File: src/rtl/pooling_pkg.sv
// Shared types and sizing for the pooling row buffer.
`ifndef DATA_WIDTH
`define DATA_WIDTH 32
`endif

package pooling_pkg;

  localparam int DATA_WIDTH    = `DATA_WIDTH;
  localparam int OUTPUT_SIZE   = 3;
  localparam int TOTAL_FEATURE = 4;
  localparam int FEATURE_WIDTH = 2;
  localparam int ROW_WIDTH     = 3;
  localparam int FIFO_DEPTH    = 4;

  localparam int FIFO_PTR_W = $clog2(FIFO_DEPTH);
  localparam int FIFO_CNT_W = FIFO_PTR_W + 1;
  // Column counter must also hold OUTPUT_SIZE=1 without a zero-width vector.
  localparam int COL_W      = $clog2(OUTPUT_SIZE + 1);

  typedef logic [DATA_WIDTH-1:0] pool_data_t;

  // Column 0 sits in the most significant slice.
  typedef struct packed {
    logic [FEATURE_WIDTH-1:0]     feature_idx;
    logic [ROW_WIDTH-1:0]         feature_row;
    pool_data_t [0:OUTPUT_SIZE-1] data;
  } row_entry_t;

  typedef enum logic {
    ST_IDLE    = 1'b0,
    ST_COLLECT = 1'b1
  } asm_state_t;

endpackage

File: src/rtl/pooling_row_buffer_if.sv
// Input beat bus and output row handshake of the pooling row buffer.
interface pooling_row_buffer_if;
  import pooling_pkg::*;

  logic                              input_valid;
  logic [FEATURE_WIDTH-1:0]          feature_idx;
  logic [ROW_WIDTH-1:0]              feature_row;
  logic [DATA_WIDTH-1:0]             data_in;

  logic                              out_valid;
  logic                              out_ready;
  logic [FEATURE_WIDTH-1:0]          out_feature_idx;
  logic [ROW_WIDTH-1:0]              out_feature_row;
  logic [OUTPUT_SIZE*DATA_WIDTH-1:0] data_out;
  logic                              frame_done;
  logic                              overflow;
  logic                              tag_error;

  modport slave (
    input  input_valid, feature_idx, feature_row, data_in, out_ready,
    output out_valid, out_feature_idx, out_feature_row, data_out,
           frame_done, overflow, tag_error
  );

  modport master (
    output input_valid, feature_idx, feature_row, data_in, out_ready,
    input  out_valid, out_feature_idx, out_feature_row, data_out,
           frame_done, overflow, tag_error
  );

endinterface

File: src/rtl/pooling_row_fifo.sv
// Generic first-word-fall-through FIFO of packed entries.
module pooling_row_fifo #(
  parameter int WIDTH = 8,
  parameter int DEPTH = 4
) (
  input  logic                     clk,
  input  logic                     rst_n,
  input  logic                     push,
  input  logic                     pop,
  input  logic [WIDTH-1:0]         din,
  output logic [WIDTH-1:0]         dout,
  output logic                     full,
  output logic                     empty,
  output logic [$clog2(DEPTH):0]   count
);

  localparam int PTR_W = $clog2(DEPTH);
  localparam int CNT_W = PTR_W + 1;

  logic [WIDTH-1:0] mem_q [DEPTH];
  logic [WIDTH-1:0] mem_d [DEPTH];
  logic [PTR_W-1:0] wr_ptr_q, wr_ptr_d;
  logic [PTR_W-1:0] rd_ptr_q, rd_ptr_d;
  logic [CNT_W-1:0] count_q, count_d;
  logic             push_ok, pop_ok;

  assign empty   = (count_q == '0);
  assign full    = (count_q == CNT_W'(DEPTH));
  assign pop_ok  = pop & ~empty;
  // When full, a same-cycle pop frees the slot the write lands in.
  assign push_ok = push & (~full | pop_ok);

  assign dout  = mem_q[rd_ptr_q];
  assign count = count_q;

  // Next storage, pointer and occupancy; pointers wrap by power-of-two width.
  always_comb begin
    mem_d    = mem_q;
    wr_ptr_d = wr_ptr_q;
    rd_ptr_d = rd_ptr_q;
    if (push_ok) begin
      mem_d[wr_ptr_q] = din;
      wr_ptr_d        = wr_ptr_q + PTR_W'(1);
    end
    if (pop_ok) begin
      rd_ptr_d = rd_ptr_q + PTR_W'(1);
    end
    count_d = count_q + CNT_W'(push_ok) - CNT_W'(pop_ok);
  end

  // Register FIFO state with synchronous clear.
  always_ff @(posedge clk) begin
    if (!rst_n) begin
      for (int i = 0; i < DEPTH; i++) begin
        mem_q[i] <= '0;
      end
      wr_ptr_q <= '0;
      rd_ptr_q <= '0;
      count_q  <= '0;
    end else begin
      mem_q    <= mem_d;
      wr_ptr_q <= wr_ptr_d;
      rd_ptr_q <= rd_ptr_d;
      count_q  <= count_d;
    end
  end

endmodule

File: src/rtl/pooling_row_buffer.sv
// Packs pooled scalars into tagged rows, queues them and hands them downstream.
//
// state      | meaning
// ST_IDLE    | no partial row held; next valid beat becomes column 0
// ST_COLLECT | partial row held; col_q is the next column to fill
module pooling_row_buffer
  import pooling_pkg::*;
(
  input  logic                 clk,
  input  logic                 rst_n,
  pooling_row_buffer_if.slave  bus
);

  asm_state_t                   state_q, state_d;
  logic [COL_W-1:0]             col_q, col_d;
  logic [FEATURE_WIDTH-1:0]     tag_fi_q, tag_fi_d;
  logic [ROW_WIDTH-1:0]         tag_row_q, tag_row_d;
  pool_data_t [0:OUTPUT_SIZE-1] row_q, row_d;
  logic                         overflow_q, overflow_d;
  logic                         tag_error_q, tag_error_d;
  logic                         frame_done_q, frame_done_d;

  logic                         row_push;
  logic [COL_W-1:0]             pos;
  logic                         tag_mismatch;
  row_entry_t                   push_entry;
  row_entry_t                   head;
  logic                         fifo_full, fifo_empty;
  logic [FIFO_CNT_W-1:0]        fifo_count;
  logic                         out_valid;
  logic                         pop;

  assign out_valid    = (fifo_count != '0);
  assign pop          = ~fifo_empty & bus.out_ready;
  assign tag_mismatch = (bus.feature_idx != tag_fi_q) || (bus.feature_row != tag_row_q);

  // Row assembly: place the beat, detect completion, restart on a tag change.
  always_comb begin
    state_d     = state_q;
    col_d       = col_q;
    tag_fi_d    = tag_fi_q;
    tag_row_d   = tag_row_q;
    row_d       = row_q;
    tag_error_d = tag_error_q;
    row_push    = 1'b0;
    pos         = '0;
    if (bus.input_valid) begin
      if (state_q == ST_IDLE || tag_mismatch) begin
        if (state_q == ST_COLLECT) begin
          tag_error_d = 1'b1;
        end
        row_d     = '0;
        tag_fi_d  = bus.feature_idx;
        tag_row_d = bus.feature_row;
      end else begin
        pos = col_q;
      end
      row_d[pos] = bus.data_in;
      if (pos == COL_W'(OUTPUT_SIZE - 1)) begin
        row_push = 1'b1;
        col_d    = '0;
        state_d  = ST_IDLE;
      end else begin
        col_d    = pos + COL_W'(1);
        state_d  = ST_COLLECT;
      end
    end
  end

  // Completed row entry and the status flags that depend on the FIFO.
  always_comb begin
    push_entry.feature_idx = tag_fi_d;
    push_entry.feature_row = tag_row_d;
    push_entry.data        = row_d;
    overflow_d   = overflow_q | (row_push & fifo_full & ~pop);
    frame_done_d = pop &&
                   (head.feature_idx == FEATURE_WIDTH'(TOTAL_FEATURE - 1)) &&
                   (head.feature_row == ROW_WIDTH'(OUTPUT_SIZE - 1));
  end

  // Assembler FSM and registered status outputs.
  always_ff @(posedge clk) begin
    if (!rst_n) begin
      state_q      <= ST_IDLE;
      col_q        <= '0;
      tag_fi_q     <= '0;
      tag_row_q    <= '0;
      row_q        <= '0;
      overflow_q   <= 1'b0;
      tag_error_q  <= 1'b0;
      frame_done_q <= 1'b0;
    end else begin
      state_q      <= state_d;
      col_q        <= col_d;
      tag_fi_q     <= tag_fi_d;
      tag_row_q    <= tag_row_d;
      row_q        <= row_d;
      overflow_q   <= overflow_d;
      tag_error_q  <= tag_error_d;
      frame_done_q <= frame_done_d;
    end
  end

  pooling_row_fifo #(
    .WIDTH ($bits(row_entry_t)),
    .DEPTH (FIFO_DEPTH)
  ) u_fifo (
    .clk   (clk),
    .rst_n (rst_n),
    .push  (row_push),
    .pop   (pop),
    .din   (push_entry),
    .dout  (head),
    .full  (fifo_full),
    .empty (fifo_empty),
    .count (fifo_count)
  );

  assign bus.out_valid       = out_valid;
  assign bus.out_feature_idx = head.feature_idx;
  assign bus.out_feature_row = head.feature_row;
  assign bus.data_out        = head.data;
  assign bus.frame_done      = frame_done_q;
  assign bus.overflow        = overflow_q;
  assign bus.tag_error       = tag_error_q;

endmodule

File: src/flat_wrapper.sv
// flat-port wrapper written by rule: the top's interface ports become plain ports
module pooling_row_buffer_flat import pooling_pkg::*;
  (clk, rst_n, bus_input_valid, bus_feature_idx, bus_feature_row, bus_data_in, bus_out_ready, bus_out_valid, bus_out_feature_idx, bus_out_feature_row, bus_data_out, bus_frame_done, bus_overflow, bus_tag_error);
  pooling_row_buffer_if bus_i ();
  input  logic clk;
  input  logic rst_n;
  input wire logic [$bits(bus_i.input_valid)-1:0] bus_input_valid;
  input wire logic [$bits(bus_i.feature_idx)-1:0] bus_feature_idx;
  input wire logic [$bits(bus_i.feature_row)-1:0] bus_feature_row;
  input wire logic [$bits(bus_i.data_in)-1:0] bus_data_in;
  input wire logic [$bits(bus_i.out_ready)-1:0] bus_out_ready;
  output wire logic [$bits(bus_i.out_valid)-1:0] bus_out_valid;
  output wire logic [$bits(bus_i.out_feature_idx)-1:0] bus_out_feature_idx;
  output wire logic [$bits(bus_i.out_feature_row)-1:0] bus_out_feature_row;
  output wire logic [$bits(bus_i.data_out)-1:0] bus_data_out;
  output wire logic [$bits(bus_i.frame_done)-1:0] bus_frame_done;
  output wire logic [$bits(bus_i.overflow)-1:0] bus_overflow;
  output wire logic [$bits(bus_i.tag_error)-1:0] bus_tag_error;
  assign bus_i.input_valid = bus_input_valid;
  assign bus_i.feature_idx = bus_feature_idx;
  assign bus_i.feature_row = bus_feature_row;
  assign bus_i.data_in = bus_data_in;
  assign bus_i.out_ready = bus_out_ready;
  assign bus_out_valid = bus_i.out_valid;
  assign bus_out_feature_idx = bus_i.out_feature_idx;
  assign bus_out_feature_row = bus_i.out_feature_row;
  assign bus_data_out = bus_i.data_out;
  assign bus_frame_done = bus_i.frame_done;
  assign bus_overflow = bus_i.overflow;
  assign bus_tag_error = bus_i.tag_error;
  pooling_row_buffer u_core (.clk(clk), .rst_n(rst_n), .bus(bus_i));
endmodule
File: config.mk
export PLATFORM = sky130hd
export DESIGN_NAME = pooling_row_buffer_flat
export DESIGN_NICKNAME = d
export VERILOG_FILES = /design/src/rtl/pooling_pkg.sv /design/src/rtl/pooling_row_buffer_if.sv /design/src/rtl/pooling_row_fifo.sv /design/src/rtl/pooling_row_buffer.sv /design/src/flat_wrapper.sv
export SDC_FILE = /design/constraint.sdc
export NUM_CORES = 1
export LEC_CHECK = 0
export ABC_AREA = 1
export ABC_CLOCK_PERIOD_IN_PS = 4550
export CAP_MARGIN = 20
export CELL_PAD_IN_SITES_DETAIL_PLACEMENT = 1
export CELL_PAD_IN_SITES_GLOBAL_PLACEMENT = 2
export CORE_AREA = 5 5 274 330
export DETAILED_ROUTE_END_ITERATION = 6
export DIE_AREA = 0 0 279 335
export GPL_TIMING_DRIVEN = 0
export PLACE_DENSITY_LB_ADDON = 0.1
export SLEW_MARGIN = 20
export SYNTH_ARGS = -nofsm -noshare
export SYNTH_HDL_FRONTEND = slang
export SYNTH_HIERARCHICAL = 1
export SYNTH_SLANG_ARGS = --single-unit
File: constraint.sdc
create_clock -name clk -period 4.55 [get_ports clk]
set_input_delay 1.1375 -clock clk [delete_from_list [all_inputs] [get_ports clk]]
set_output_delay 1.1375 -clock clk [all_outputs]
set_load 0.03 [all_outputs]
==> impl_metrics.json <==
{
  "status": "complete, no violations",
  "wl_per_cell_um": 19.0,
  "first_iter_violations": 1549,
  "ys_top_cells_by_area": "dfxtp_1 36%, nand2_1 15%, inv_1 14%",
  "final_common_cell": "nand2_1",
  "ios": 146,
  "utilization": 0.387,
  "dp_hpwl_mm": 86.2,
  "end_kind": "primary output",
  "hold_ws_ps": 488,
  "area_delta_synth_final_pct": 18.2,
  "syn_area_per_cell_um2": 6.17,
  "slowest_delay_ps": 730,
  "synth_top_flop_cell": "dfxtp_1",
  "drcViolationCount": 0,
  "rows": 119,
  "grt_pass1_wl_mm": 172,
  "final_cell_mix": "1170 x nand2_1, 1023 x inv_1, 525 x nor2_1",
  "cp_top_family": "buffers and inverters",
  "track_usage": 0.239,
  "grt_pass1_vias": 28600,
  "ir_drop_mv": 0.194,
  "fin_crit_ps": 4450,
  "critPathRequiredTime_ps": 3410,
  "core_area_um2": 87000,
  "gp_routability_congestion": 0.870,
  "synth_edf_count": 0,
  "die_x_um": 279,
  "path_clk_slew_ps": 60,
  "insertion_delay_ps": 630,
  "finalClockSkew_ps": 26.9,
  "io_buffers": 145,
  "antenna_found_initial": 8,
  "crit_chain": "buf_2 -> inv_4 -> buf_4 -> buf_6 -> buf_2 -> a21oi_1 -> a21oi_1 -> clkdlybuf4s50_1",
  "min_period_over_period": 0.979,
  "syn-num-nets": 4656,
  "relSlewSlack": 0.463,
  "rsz0062_at_grt": "false",
  "syn_area_um2": 28400,
  "startpoint_type": "register",
  "fillers": 11500,
  "slew_viol_final": 0,
  "synth-async-reset-ratio": 0,
  "setup_viol": 0,
  "routed_wl_mm": 114,
  "layout.nets": 4873,
  "grt.overflow.total": 0,
  "cts_buffer_depth": 3,
  "cp.arrival_ps": 3320,
  "die_h_um": 335,
  "grt_max_degree": 12,
  "ant_nets": 0,
  "drv_cap": 0,
  "ys_seq_area_frac": 0.365,
  "cts_root_buf": "clkbuf_16",
  "yosysTopAreaCell": "dfxtp_1",
  "cp_slowest_cell": "clkdlybuf4s50_1",
  "fmax_mhz": 225,
  "yosysWarnings": 6,
  "start_util": 0.327,
  "p_leak_uw": 0.0156,
  "total_power_uw": 10500,
  "vias": 28400,
  "hold_viol_final": 0,
  "path_buf_inv": 6,
  "ctsHtreeMaxLevel": 3,
  "drtPass1Iterations": 5,
  "path_max_fanout": 11,
  "pre_cts_ws_ps": -1090,
  "p_per_area_nw_per_um2": 312,
  "tightestPinTransition_ps": 805,
  "stdcell_area_um2": 33600,
  "hp-class": "register to register",
  "hold_buffers": 0,
  "criticalPathCategory": "register to primary output",
  "cts_tree": "done",
  "setup_slack_ps": 96.5,
  "ys_ff_latch": 518,
  "vias_per_cell": 4.71,
  "die_area_um2": 93500,
  "layout-drive-gt1-share": 0.0744,
  "numCtsBuffers": 66,
  "synth_top_area_frac": 0.365,
  "rrSetupSlack_ps": 1130,
  "cts_num_sinks": 518,
  "synth_cell_types": 31,
  "place_area_um2": 31400,
  "syn_inst": 4608
}
[state kept, by name (all words and copies together) (netlist names)]
register,flops
u_core/u_fifo/mem_q,404
u_core/row_q,96
u_core/tag_row_q,3
u_core/u_fifo/count,3
u_core/col_q,2
u_core/tag_fi_q,2
u_core/u_fifo/rd_ptr_q,2
u_core/u_fifo/wr_ptr_q,2
u_core/bus.frame_done,1
u_core/bus.overflow,1
u_core/bus.tag_error,1
u_core/state_q,1
[worst min-delay path, cell delays in order, from the launching register on]
cell and delay, ps:
dfxtp_1 300, nand2_1 70, a21oi_1 60
[power by group]
group / switching, µW / leakage, µW / internal [µW]
clock: 2160 / 0.00106 / 3170
sequential: 8.63 / 0.00418 / 4570
combinational: 439 / 0.0103 / 166
total: 2610 / 0.0156 / 7900
[repair_timing]
item,in CTS,in global routing
gates resized for setup,18,4
endpoints found under the setup margin,103,3
setup buffers,0,0
endpoints found under the hold margin,0,0
[layout make-up]
| type | count | area [µm²] | share of cell area |
|---|---|---|---|
| inverter | 1037 | 3900 | 0.116 |
| clock inverter | 9 | 73.8 | 0.00220 |
| tap | 1149 | 1440 | 0.0428 |
| antenna | 6 | 15.0 | 0.000447 |
| multi-input combinational | 2713 | 12300 | 0.366 |
| buffer | 340 | 1910 | 0.0567 |
| sequential | 518 | 10400 | 0.308 |
| timing repair buffer | 149 | 1540 | 0.0457 |
| clock buffer | 100 | 2070 | 0.0614 |
[path summary, 6_finish.rpt]
kind / endpoint / cells past startpoint / from
max: bus_data_out[28] / 8 / u_core/u_fifo/rd_ptr_q[0]
min: u_core/row_q[53] / 2 / u_core/row_q[53]
max reg2reg: u_core/u_fifo/count[2] / 17 / u_core/tag_row_q[1]
min reg2reg: u_core/row_q[53] / 2 / u_core/row_q[53]
[cell usage after synthesis (2+ instances only)]
cell type	instances
nand4_1	420
a21oi_1	345
clkbuf_1	138
inv_1	1024
nand3_2	3
dfxtp_1	518
o21ai_0	106
nor3_1	14
xor2_1	2
nor2_1	525
buf_2	107
nand3_1	23
nand2_1	1170
inv_2	13
nor2_2	23
ha_1	6
buf_6	55
nand3b_1	32
buf_4	9
or2_2	16
nor3_2	20
buf_1	30
[stage by stage]
step	cells	setup TNS, ps
floorplan	4608	0
global placement	5902	-60790
detailed placement	5906	-64830
CTS	6015	0
global route	6015	0
finish	6021	0
[per-layer routing]
layer  wire (µm)  global-route usage  up-vias  share of wire
met3        5160              0.0321      134          0.045
met1       51000               0.308    13300           0.45
met4        3490              0.0739        0          0.031
met5           0                   0        -              0
li1            -                   -    14400              -
met2       54600               0.417      469           0.48
[cells by family (layout without fill, tap and decap cells)]
family	after synthesis	in the layout	share of synthesized area
xor gates and xnor gates	2	2	0.000616
buffers and inverters	1377	1635	0.202
AOI/OAI and AO/OA	454	454	0.0800
adders and majority gates	7	7	0.00334
other	0	6	0
DFF	518	518	0.365
and+or+nand+nor	2250	2250	0.349
Power figures use the tool's default switching activity.
